## config.mk

```make
export PLATFORM = sky130hd
export DESIGN_NAME = fir_xifu_lsu_ctrl
export DESIGN_NICKNAME = d
export VERILOG_FILES = /design/src/rtl/fir_xifu_lsu_ctrl.sv
export SDC_FILE = /design/constraint.sdc
export NUM_CORES = 1
export LEC_CHECK = 0
export ABC_AREA = 1
export BUFFER_PORTS_ARGS = -buffer_cell sky130_fd_sc_hd__buf_4
export CORE_ASPECT_RATIO = 0.9
export CORE_MARGIN = 8
export CORE_UTILIZATION = 62
export CTS_CLUSTER_SIZE = 28
export DETAILED_ROUTE_END_ITERATION = 12
export PLACE_DENSITY_LB_ADDON = 0.15
export SLEW_MARGIN = 40
export SYNTH_ARGS = -nofsm -noshare
export SYNTH_HDL_FRONTEND = slang
export SYNTH_SLANG_ARGS = --single-unit
```

## constraint.sdc

```tcl
create_clock -name clk_i -period 34.4 [get_ports clk_i]
set_clock_uncertainty 0.2 [all_clocks]
set_input_delay 5.16 -clock clk_i [delete_from_list [all_inputs] [get_ports clk_i]]
set_output_delay 5.16 -clock clk_i [all_outputs]
set_load 0.01 [all_outputs]
```

## src/rtl/fir_xifu_lsu_ctrl.sv

```systemverilog
// Load/store scheduler for the FIR XIFU: holds EX requests until commit/kill, issues committed
// ones to the X-interface memory channel in order, and turns in-order results into WB records.
module fir_xifu_lsu_ctrl #(
    parameter int DEPTH    = 4,
    parameter int ID_WIDTH = 4
) (
    input  logic                       clk_i,
    input  logic                       rst_i,
    input  logic                       req_valid_i,
    output logic                       req_ready_o,
    input  logic [ID_WIDTH-1:0]        req_id_i,
    input  logic [31:0]                req_addr_i,
    input  logic                       req_we_i,
    input  logic [31:0]                req_wdata_i,
    input  logic [4:0]                 req_rd_i,
    input  logic                       commit_valid_i,
    input  logic [ID_WIDTH-1:0]        commit_id_i,
    input  logic                       commit_kill_i,
    output logic                       mem_valid_o,
    input  logic                       mem_ready_i,
    output logic [ID_WIDTH-1:0]        mem_id_o,
    output logic [31:0]                mem_addr_o,
    output logic                       mem_we_o,
    output logic [31:0]                mem_wdata_o,
    output logic [3:0]                 mem_be_o,
    input  logic                       memres_valid_i,
    input  logic [31:0]                memres_rdata_i,
    input  logic                       memres_err_i,
    output logic                       wb_valid_o,
    output logic [ID_WIDTH-1:0]        wb_id_o,
    output logic [4:0]                 wb_rd_o,
    output logic                       wb_rd_we_o,
    output logic [31:0]                wb_data_o,
    output logic                       wb_err_o,
    output logic [$clog2(DEPTH):0]     count_o,
    output logic                       proto_err_o,
    output logic [3*DEPTH-1:0]         dbg_slot_state_o
);
    localparam int AW = $clog2(DEPTH);
    localparam int CW = AW + 1;

    typedef enum logic [2:0] {S_FREE, S_PEND, S_CMT, S_KILL, S_ISSUED} slot_state_e;

    slot_state_e         st_q [DEPTH];
    slot_state_e         st_d [DEPTH];
    logic [ID_WIDTH-1:0] id_q    [DEPTH];
    logic [31:0]         addr_q  [DEPTH];
    logic                we_q    [DEPTH];
    logic [31:0]         wdata_q [DEPTH];
    logic [4:0]          rd_q    [DEPTH];

    logic [AW-1:0]    alloc_ptr_q, issue_ptr_q, retire_ptr;
    logic             retire_found, retire_fire;
    logic             req_fire, mem_fire, kill_skip, req_hit, commit_hit;
    logic [DEPTH-1:0] pend_hit;
    logic [CW-1:0]    count;

    // Handshakes: a transfer happens on a rising edge where valid and ready are both high;
    // valid never waits on ready, and a raised mem_valid_o holds its fields until accepted.
    always_comb begin
        count = '0;
        for (int i = 0; i < DEPTH; i++) begin
            if (st_q[i] != S_FREE) count = count + CW'(1);
        end
    end

    // A skipped kill can leave a freed hole behind an issued slot, so the tail slot itself
    // must also be free before a new request is taken.
    assign count_o     = count;
    assign req_ready_o = (count < CW'(DEPTH)) && (st_q[alloc_ptr_q] == S_FREE);
    assign req_fire    = req_valid_i && req_ready_o;

    assign mem_valid_o = (st_q[issue_ptr_q] == S_CMT);
    assign mem_id_o    = id_q[issue_ptr_q];
    assign mem_addr_o  = addr_q[issue_ptr_q];
    assign mem_we_o    = we_q[issue_ptr_q];
    assign mem_wdata_o = wdata_q[issue_ptr_q];
    assign mem_be_o    = 4'b1111;
    assign mem_fire    = mem_valid_o && mem_ready_i;
    assign kill_skip   = (st_q[issue_ptr_q] == S_KILL);

    // Scanning forward from the tail visits slots oldest first, so the first ISSUED hit is
    // the one the next result belongs to.
    always_comb begin
        logic [AW-1:0] idx;
        retire_found = 1'b0;
        retire_ptr   = '0;
        for (int k = 0; k < DEPTH; k++) begin
            idx = alloc_ptr_q + AW'(k);
            if (!retire_found && st_q[idx] == S_ISSUED) begin
                retire_found = 1'b1;
                retire_ptr   = idx;
            end
        end
    end
    assign retire_fire = memres_valid_i && retire_found;

    always_comb begin
        for (int i = 0; i < DEPTH; i++) begin
            st_d[i]     = st_q[i];
            pend_hit[i] = commit_valid_i && (st_q[i] == S_PEND) && (id_q[i] == commit_id_i);
        end
        req_hit    = req_fire && commit_valid_i && (req_id_i == commit_id_i);
        commit_hit = commit_valid_i && ((|pend_hit) || req_hit);

        if (req_fire) st_d[alloc_ptr_q] = req_hit ? (commit_kill_i ? S_KILL : S_CMT) : S_PEND;
        for (int i = 0; i < DEPTH; i++) begin
            if (pend_hit[i]) st_d[i] = commit_kill_i ? S_KILL : S_CMT;
        end
        if (mem_fire)    st_d[issue_ptr_q] = S_ISSUED;
        if (kill_skip)   st_d[issue_ptr_q] = S_FREE;
        if (retire_fire) st_d[retire_ptr]  = S_FREE;
    end

    always_comb begin
        dbg_slot_state_o = '0;
        for (int i = 0; i < DEPTH; i++) dbg_slot_state_o[3*i +: 3] = st_q[i];
    end

    always_ff @(posedge clk_i or posedge rst_i) begin
        if (rst_i) begin
            for (int i = 0; i < DEPTH; i++) begin
                st_q[i]    <= S_FREE;
                id_q[i]    <= '0;
                addr_q[i]  <= '0;
                we_q[i]    <= 1'b0;
                wdata_q[i] <= '0;
                rd_q[i]    <= '0;
            end
            alloc_ptr_q <= '0;
            issue_ptr_q <= '0;
            wb_valid_o  <= 1'b0;
            wb_id_o     <= '0;
            wb_rd_o     <= '0;
            wb_rd_we_o  <= 1'b0;
            wb_data_o   <= '0;
            wb_err_o    <= 1'b0;
            proto_err_o <= 1'b0;
        end else begin
            for (int i = 0; i < DEPTH; i++) st_q[i] <= st_d[i];
            if (req_fire) begin
                id_q[alloc_ptr_q]    <= req_id_i;
                addr_q[alloc_ptr_q]  <= req_addr_i;
                we_q[alloc_ptr_q]    <= req_we_i;
                wdata_q[alloc_ptr_q] <= req_wdata_i;
                rd_q[alloc_ptr_q]    <= req_rd_i;
                alloc_ptr_q          <= alloc_ptr_q + AW'(1);
            end
            if (mem_fire || kill_skip) issue_ptr_q <= issue_ptr_q + AW'(1);
            wb_valid_o <= retire_fire;
            if (retire_fire) begin
                wb_id_o    <= id_q[retire_ptr];
                wb_rd_o    <= rd_q[retire_ptr];
                wb_rd_we_o <= !we_q[retire_ptr];
                wb_data_o  <= we_q[retire_ptr] ? 32'h0 : memres_rdata_i;
                wb_err_o   <= memres_err_i;
            end
            if ((commit_valid_i && !commit_hit) || (memres_valid_i && !retire_found))
                proto_err_o <= 1'b1;
        end
    end
endmodule

```

Word-level counts from Yosys, hierarchy flattened
Index checks and enable logic that the tools add are counted.
{"block": "op_classes", "add_sub_neg": 7, "n_lt_le_gt_ge": 10, "eq_ne": 15, "n_mux": 79, "n_bitwise": 13, "n_reduce_logical": 38}
{"op": "$bwmux W128", "n": 2}
{"op": "$mux W32", "n": 6}
{"op": "$bmux W32 S2", "n": 2}
{"op": "$demux W32 S2", "n": 1}
{"op": "$mux W3", "n": 21}
{"op": "$mux W12", "n": 4}
{"op": "$bmux W3 S2", "n": 5}
{"op": "$and A12 B12 Y12", "n": 2}
{"op": "$not A12 Y12", "n": 2}
{"op": "$logic_and A1 B1 Y1", "n": 23}
{"op": "$bwmux W20", "n": 1}
{"op": "$eq A4 B4 Y1", "n": 5}
{"op": "$mux W4", "n": 5}
{"op": "$demux W3 S2", "n": 3}
{"op": "$ge A3 B3 Y1 const B", "n": 6}
{"op": "$not A2 Y3", "n": 6}
{"op": "$bmux W4 S2", "n": 2}
{"op": "$bwmux W16", "n": 1}
{"op": "$mux W5", "n": 3}
{"op": "$bwmux W12", "n": 1}
{"op": "$eq A3 B1 Y1 const B", "n": 4}
{"op": "$eq A3 B3 Y1 const B", "n": 4}
{"op": "$reduce_bool A3 Y1", "n": 4}
{"op": "$mux W1", "n": 11}
{"op": "20 further kinds", "n": 38}
{"block": "word_totals", "reg_bits": 357, "output_inout_bits": 135, "elab_cells": 195}

Depth between registers and ports, before layout
Gate-level depths: netlist (run 1).
{"block": "logic_depth", "word_depth": 23, "depth_mapped": 20}

Worst setup path after synthesis (run 1)
No wires, ideal clock.
{"block": "synth_path", "path_type": "reg2out", "from": "register st_q, in the netlist dbg_slot_state_o[4]", "to": "output port req_ready_o", "arrival_time_ns": 2.089, "required_time_ns": 29.040, "path_slack_ns": 26.951, "stages_incl_launch_ff": 11, "n_path_buf": 0, "cell_sequence": "dfrtp_1 nor2_1 nand2_1 ha_1 or2_2 nand2_1 inv_1 ha_1 nand2_1 xor2_1 nor2_2"}
{"block": "synth_via", "elab_chain_len": 8, "elab_cells_between_ends": 12}
{"element": "from (decl)", "line": "44", "text": "slot_state_e st_q [DEPTH];"}
{"element": "from (signal, indexed assignment)", "line": "123", "text": "st_q[i] <= S_FREE;"}
{"element": "$reduce_bool A3 Y1 *", "line": "63", "text": "if (st_q[i] != S_FREE) count = count + CW'(1);"}
{"element": "$mux W3 *", "line": "63"}
{"element": "$add A3 B1 Y3", "line": "63"}
{"element": "$mux W3 *", "line": "63"}
{"element": "$add A3 B1 Y3", "line": "63"}
{"element": "$mux W3 *", "line": "63"}
{"element": "named net count_o[2]", "line": "35", "text": "output logic [$clog2(DEPTH):0] count_o,"}
{"element": "$lt A3 B3 Y1 *", "line": "70", "text": "assign req_ready_o = (count < CW'(DEPTH)) && (st_q[alloc_ptr_q] == S_FREE);"}
{"element": "$logic_and A1 B1 Y1 *", "line": "70"}
{"element": "to (decl)", "line": "10", "text": "output logic req_ready_o,"}
The timed path passes the listed nets; every way through them passes the cells marked *. The select of a mux whose other input is x is not followed.

Worst setup path in the final report (run 1)
{"block": "layout_path", "from": "register issue_ptr_q[0]", "to": "output port mem_addr_o[11]"}
{"block": "layout_via", "elab_chain_len": 4}
{"element": "from (decl)", "line": "52", "text": "logic [AW-1:0] alloc_ptr_q, issue_ptr_q, retire_ptr;"}
{"element": "from (signal assigned)", "line": "149", "text": "if (mem_fire || kill_skip) issue_ptr_q <= issue_ptr_q + AW'(1);"}
{"element": "$not A2 Y3 (implied by the code)", "line": "75", "text": "assign mem_addr_o = addr_q[issue_ptr_q];"}
{"element": "$bmux W32 S2", "line": "75"}
{"element": "$mux W32 (implied by the code) (2 in a row)", "line": "75"}
{"element": "to (decl)", "line": "22", "text": "output logic [31:0] mem_addr_o,"}
Every way passes these cells. The select of a mux whose other input is x is not followed.

==> impl_metrics.env, run 1 <==
export IMPL_status="complete, no violations"
export IMPL_antenna_found_initial=2
export IMPL_hold_viol_final=0
export IMPL_postCtsSetupBuffers=0
export IMPL_postCtsResizedCells=0
export IMPL_startpoint_type="register"
export IMPL_max_vdd_ir_drop_mv=0.0803
export IMPL_synthXorXnorAreaFrac_pct=0.512
export IMPL_wire_per_inst_um=17.8
export IMPL_cts_sinks=357
export IMPL_io_buffers=248
export IMPL_cts_root_buf="clkbuf_16"
export IMPL_met1Wirelength_um=20200
export IMPL_coreArea_um2=27000
export IMPL_synth_top_family_by_area="simple AND/OR/NAND/NOR gates"
export IMPL_clk_latency_ns=0.52
export IMPL_end_kind="output port"
export IMPL_syn_to_final_growth_pct=17.5
export IMPL_grt_max_degree=133
export IMPL_synthTopCellsByArea="dfrtp_1 (52%), nand2_1 (20%), o21ai_0 (8.3%)"
export IMPL_yosys_area_share_simple_pct=28.0
export IMPL_synth_mux_area_share_pct=0.0659
export IMPL_criticalPathCategory="register to output port"
export IMPL_tightestPinTransition_ns=0.857
export IMPL_multi_input_area_um2=7080
export IMPL_max_freq_mhz=119
export IMPL_wirelength_um=48600
export IMPL_synth_edf_count=0
export IMPL_hold_depth=2
export IMPL_topRoutingLayerUsed="met4"
export IMPL_ys_ff_latch=357
export IMPL_synth_cells=2181
export IMPL_drt_iter0_drc=1505
export IMPL_dieWidth_um=191
export IMPL_yosys_top_cells_count="nand2_1 (919), dfrtp_1 (357), o21ai_0 (284), nor2_1 (133), inv_1 (94)"
export IMPL_hpwl_um=29700
export IMPL_finalCriticalPeriod_ns=8.37
export IMPL_drive_gt1_share_pct=17.0
export IMPL_setup_violations=0
export IMPL_cts_max_path_buffers=3
export IMPL_finalPower_mw=2.27
export IMPL_netlist_area_um2=17100
export IMPL_crit_path_max_fanout=119
export IMPL_cts_made_buffers=37
export IMPL_slew_headroom_pct=42.9
export IMPL_finalCritPeriodShare_pct=24.3
export IMPL_synth_compound_area_share_pct=11.9
export IMPL_drc=0
export IMPL_cts_htree_levels=2
export IMPL_async_flop_share_pct=100
export IMPL_seq_area_frac_synth_pct=52.3
export IMPL_synth_most_common_cell="nand2_1"
export IMPL_vias=15430
export IMPL_p_leak_nw=10.6
export IMPL_met2_length_um=22900
export IMPL_first_global_vias=15437
export IMPL_grt_overflow=0
export IMPL_grt_pass1_wl_um=78800
export IMPL_synth_adder_area_share_pct=0.805
export IMPL_clk_pin_slew_ns=0.06
export IMPL_via_per_inst=5.65
export IMPL_die_area_um2=33200
export IMPL_crit_start="issue_ptr_q[0]"
export IMPL_r2r_start="dbg_slot_state_o[1]"
export IMPL_drtPass1Iterations=7
export IMPL_drv_cap=0
export IMPL_maxSlewViolCount=0
export IMPL_yosysTopAreaCell="dfrtp_1"
export IMPL_grt_setup_unrepaired="false"
export IMPL_ys_warn_count=0
export IMPL_cp_arrival_ns=3.01
export IMPL_nNetsFinal=2481
export IMPL_ant_nets=0
export IMPL_synth_flop_cell="dfrtp_1"
export IMPL_ff2ff_path_depth=19
export IMPL_start_util_pct=63.3
export IMPL_min_from="wdata_q[5]"
export IMPL_p_per_area_nw_per_um2=113
export IMPL_seq_area_um2=8940
export IMPL_fp_dieH_um=174
export IMPL_route_met3_wl_um=4420
export IMPL_avgSynthCellArea_um2=7.84
export IMPL_rows=57
export IMPL_fill_cells=2087
export IMPL_ff2ff_setup_slack_ns=30.23
export IMPL_final_setup_tns_ns=0
export IMPL_cp_required_ns=29.04
export IMPL_hp_class="register to register"
export IMPL_gr_usage_all_layers_pct=29.0
export IMPL_cts_tree="yes"
export IMPL_ios=253
export IMPL_hold_buffers=0
export IMPL_synth_top_area_share_pct=52.3
export IMPL_gp_congestion=0.969
export IMPL_yosysUniqueCellTypes=42
-- state kept, by name, summed over array words and instances (netlist names), 4 cells and up --
signal            count
wb_id_o               4
dbg_slot_state_o     12
rd_q                 20
id_q                 16
addr_q              128
wdata_q             128
wb_rd_o               5
we_q                  4
wb_data_o            32
-- cells by family after synthesis --
family,count (synthesis)
buf+inv,247
xor+xnor,10
other cells,1
fa+ha+maj,11
mux,1
compound gates,393
simple gates,1161
flops,357
-- power breakdown --
part	internal (mW)	leakage (nW)	switching [mW]
Clock	0.227	0.573	0.161
Sequential	0.612	4.50	0.111
Combinational	0.409	5.52	0.755
Total	1.25	10.6	1.03
-- routing by layer --
layer	up-vias	track usage, %
met2	689	46.6
met5	-	0
met4	0	9.43
li1	7250	-
met3	89	5.81
met1	7402	39.0
-- layout by cell type, fill, tap and decap left out, drive strengths merged, types with 2 or more instances in the layout --
master,Yosys,layout
clkbuf,64,50
clkinv,1,11
conb,1,4
diode,0,2
dfrtp,357,357
buf,71,264
ha,11,11
nor3,5,5
o21ai,299,299
nand4,7,7
bufinv,0,2
o22ai,39,39
inv,111,109
nor2,141,141
xor2,7,7
xnor2,3,3
a21oi,49,49
clkinvlp,0,3
nor4,2,2
a31oi,2,2
nand3,71,71
nand2,933,933
o311ai,2,2
-- worst paths after layout --
check / endpoint
max in group asynchronous: addr_q[80]
min in group asynchronous: wdata_q[37]
worst max-delay path: mem_addr_o[11]
worst min-delay path: wdata_q[5]
worst max register to register: dbg_slot_state_o[1]
worst min register to register: wdata_q[5]
-- layout make-up --
type	count	area share, %
flip-flops and latches	357	44.5
multi-input cells	1580	35.2
repair buffers	264	10.0
clock buffers	50	5.20
inverters	112	2.22
well taps	354	2.20
clock inverters	13	0.610
diodes	2	0.0249
-- per-stage QoR --
step                      util [%]  hold WS [ns]  cell area, µm²  setup slack, ns  cells
final                         74.3         0.265           20100            26.03   2732
after global routing          74.3         0.284           20100            25.91   2732
after CTS                     74.3         0.268           20100            26.07   2730
after detailed placement      70.0         0.253           18900            26.66   2667
after global placement        69.8         0.248           18900            26.28   2667
after floorplan                  -         0.237           17100            19.13   2184
-- critical path, cell delays in order (launching register included) --
cell	delay (ns)
dfrtp_4	0.58
inv_6	0.56
buf_4	0.66
o21ai_0	0.20
o22ai_1	0.23
buf_4	0.17
No activity file was read; power rests on OpenSTA's default activity.
==> inputs of run 2 (changes only) <==
--- a/config.mk
+++ b/config.mk
@@ -5,11 +5,11 @@
 export SDC_FILE = /design/constraint.sdc
 export NUM_CORES = 1
 export LEC_CHECK = 0
-export ABC_AREA = 1
+export ABC_AREA = 0
 export BUFFER_PORTS_ARGS = -buffer_cell sky130_fd_sc_hd__buf_4
 export CORE_ASPECT_RATIO = 0.9
 export CORE_MARGIN = 8
-export CORE_UTILIZATION = 62
+export CORE_UTILIZATION = 57
 export CTS_CLUSTER_SIZE = 28
 export DETAILED_ROUTE_END_ITERATION = 12
 export PLACE_DENSITY_LB_ADDON = 0.15
==> constraint.sdc (replaced) <==
create_clock -name clk_i -period 8.2 [get_ports clk_i]
set_clock_uncertainty 0.2 [all_clocks]
set_input_delay 1.23 -clock clk_i [delete_from_list [all_inputs] [get_ports clk_i]]
set_output_delay 1.23 -clock clk_i [all_outputs]
set_load 0.01 [all_outputs]
==> run 2 against run 1 <==
Highest routed layer is now met5. Synthesized area shrank 1.4%. Routed wire length is 2.7% lower. Cell area is essentially flat. Largest power group unchanged. Global-route usage shrank 2.0 points. Die area rose by 6.6%. Critical endpoint is now addr_q[2]. Clock power increased to 4.3 times the previous value.
==> impl_metrics.env, run 2 <==
export IMPL_status="complete, no violations"
export IMPL_p_clk_share_pct=18.2
export IMPL_end_kind="register"
export IMPL_setup_violations=0
export IMPL_p_per_area_nw_per_um2=463
export IMPL_tightestPinTransition_ns=0.856
export IMPL_avgSynthCellArea_um2=9.69
export IMPL_maxSlewViolCount=0
export IMPL_vias=13348
export IMPL_wire_per_inst_um=20.0
export IMPL_ys_warn_count=0
export IMPL_max_freq_mhz=232
export IMPL_drive_gt1_share_pct=24.9
export IMPL_synth_flop_cell="dfrtp_1"
export IMPL_clk_pin_slew_ns=0.06
export IMPL_first_global_vias=13977
export IMPL_ant_nets=0
export IMPL_switching_share_pct=40.6
export IMPL_seq_area_frac_synth_pct=53.0
export IMPL_p_sw_mw=3.78
export IMPL_synth_most_common_cell="nand2_1"
export IMPL_yosysUniqueCellTypes=66
export IMPL_cts_htree_levels=2
export IMPL_hpwl_um=29500
export IMPL_via_per_inst=5.64
export IMPL_fp_dieH_um=179
export IMPL_clk_latency_ns=0.52
export IMPL_cp_arrival_ns=4.58
export IMPL_ys_ff_latch=357
export IMPL_slew_headroom_pct=43.0
export IMPL_grt_max_degree=77
export IMPL_syn_to_final_growth_pct=19.3
export IMPL_final_setup_tns_ns=0
export IMPL_final_cell_mix="nand2_1 (913), dfrtp_1 (355), buf_4 (262), mux4_2 (73), clkbuf_16 (38)"
export IMPL_rows=59
export IMPL_postCtsSetupBuffers=0
export IMPL_die_area_um2=35300
export IMPL_cts_root_buf="clkbuf_16"
export IMPL_hp_class="register to register"
export IMPL_hold_ws_ns=0.266
export IMPL_synth_cells=1739
export IMPL_gr_usage_all_layers_pct=27.0
export IMPL_yosys_top_cells_count="nand2_1 (917), dfrtp_1 (357), mux4_2 (73), clkbuf_1 (40), buf_2 (38)"
export IMPL_synth_edf_count=0
export IMPL_p_leak_nw=10.2
export IMPL_netlist_area_um2=16900
export IMPL_crit_path_max_fanout=52
export IMPL_synthTopCellsByArea="dfrtp_1 (53%), nand2_1 (20%), mux4_2 (9.8%)"
export IMPL_criticalPathCategory="register to register"
export IMPL_internal_power_mw=5.53
export IMPL_hold_buffers=0
export IMPL_grt_setup_unrepaired="false"
export IMPL_cts_tree="yes"
export IMPL_yosysTopAreaCell="dfrtp_1"
export IMPL_dieWidth_um=197
export IMPL_cp_required_ns=8.46
export IMPL_final_common_cell="nand2_1"
export IMPL_synth_top_area_share_pct=53.0
export IMPL_drt_iter0_drc=998
export IMPL_reg_largest_list="addr_q (128), wdata_q (128), wb_data_o (32)"
export IMPL_drc=0
export IMPL_finalCriticalPeriod_ns=4.32
export IMPL_ios=253
export IMPL_p_comb_share_pct=48.2
export IMPL_drtPass1Iterations=5
export IMPL_finalCritPeriodShare_pct=52.7
export IMPL_drv_cap=0
export IMPL_cts_max_path_buffers=3
export IMPL_postCtsResizedCells=0
export IMPL_grt_overflow=0
export IMPL_antenna_found_initial=1
export IMPL_hold_viol_final=0
export IMPL_async_flop_share_pct=100
export IMPL_wirelength_um=47300
export IMPL_seqPwrFrac_pct=33.6
export IMPL_startpoint_type="register"
export IMPL_gp_congestion=0.865
export IMPL_grt_pass1_wl_um=76100
export IMPL_coreArea_um2=29000
export IMPL_cts_sinks=357
export IMPL_cts_made_buffers=38
export IMPL_nNetsFinal=2070
export IMPL_max_vdd_ir_drop_mv=0.230
export IMPL_io_buffers=248
export IMPL_start_util_pct=58.1
==> run 2: cell types whose count changed in the layout (fill, tap and decap cells not counted), sizes merged, moves of 14 or more <==
| cell | change |
|---|---|
| mux2i | +14 |
| nand2 | -16 |
| mux2 | +16 |
| a21oi | -37 |
| nand3 | -70 |
| o21ai | -254 |
| nor2 | -118 |
| o22ai | -35 |
| inv | -90 |
| mux4 | +73 |
| a211oi | +34 |
==> run 2: stage by stage <==
stage          std cells  cell area [µm²]  utilization [%]  worst slack (ns)  power [mW]
3_5_place_dp        2296            18800             65.0              3.89        7.62
3_3_place_gp        2296            18800             64.9              3.72        7.47
5_1_grt             2364            20100             69.3              3.62        9.93
2_1_floorplan       1742            16900                -              1.99        6.02
6_report            2365            20100             69.3              3.88        9.31
4_1_cts             2363            20100             69.1              3.59        9.36
==> run 2: cell families (layout without fill, tap and decap cells) <==
| kind of cell | after synthesis | in the layout | synth area share (%) |
|---|---|---|---|
| AO/OA/AOI/OAI | 118 | 118 | 5.97 |
| XOR/XNOR | 25 | 25 | 1.30 |
| adder cells (fa/ha/maj) | 11 | 11 | 0.817 |
| buffers and inverters | 131 | 357 | 3.92 |
| flip-flops | 357 | 357 | 53.0 |
| multiplexers | 104 | 104 | 11.7 |
| other | 1 | 5 | 0.0223 |
| AND/OR/NAND/NOR | 992 | 992 | 23.2 |
==> run 2: path summary, 6_finish.rpt <==
| kind | start | depth (start not counted) | slack (ns) | endpoint |
|---|---|---|---|---|
| setup / recovery | dbg_slot_state_o[4] | 12 | 3.88 | addr_q[2] |
| setup reg to reg | dbg_slot_state_o[4] | 12 | 3.88 | addr_q[2] |
| min in group asynchronous | rst_i | 2 | 0.44 | dbg_slot_state_o[6] |
| hold / removal | addr_q[57] | 2 | 0.27 | addr_q[57] |
| max in group asynchronous | rst_i | 4 | 5.66 | wdata_q[102] |
| hold reg to reg | addr_q[57] | 2 | 0.27 | addr_q[57] |
==> run 2: worst max-delay path: stages, from the launching register on <==
cell	delay [ns]
dfrtp_1	0.48
or3_1	0.45
ha_1	0.33
xor2_1	0.24
ha_1	0.18
o31ai_1	0.07
xor2_1	0.20
nor4b_2	0.28
buf_4	0.24
and2_2	0.60
buf_4	0.69
nand2_1	0.15
nand2_1	0.09
==> run 2: layer usage <==
| metal | GRT usage, % | vias up | wire, µm |
|---|---|---|---|
| met4 | 7.80 | 2 | 1100 |
| li1 | - | 6061 | - |
| met1 | 36.1 | 6626 | 19700 |
| met3 | 5.12 | 80 | 3880 |
| met5 | 0 | - | 13 |
| met2 | 44.7 | 579 | 22600 |
==> run 2: power by group through the flow <==
stage               combinational [mW]  clock (mW)  sequential [mW]
finish                            4.49        1.69             3.13
global route                      4.91        1.79             3.23
CTS                               4.51        1.72             3.12
detailed placement                4.49           0             3.14
global placement                  4.38           0             3.09
floorplan                         3.05           0             2.97
==> run 2: cell type report <==
type                       instances  area, µm²
antenna                            1       2.50
clock buffer                      57       1070
clock inverter                    10        140
fill                            2321       8910
inverter                          20       78.8
multi-input combinational       1254       7300
sequential                       357       8940
tap                              396        495
timing repair buffer             270       2070
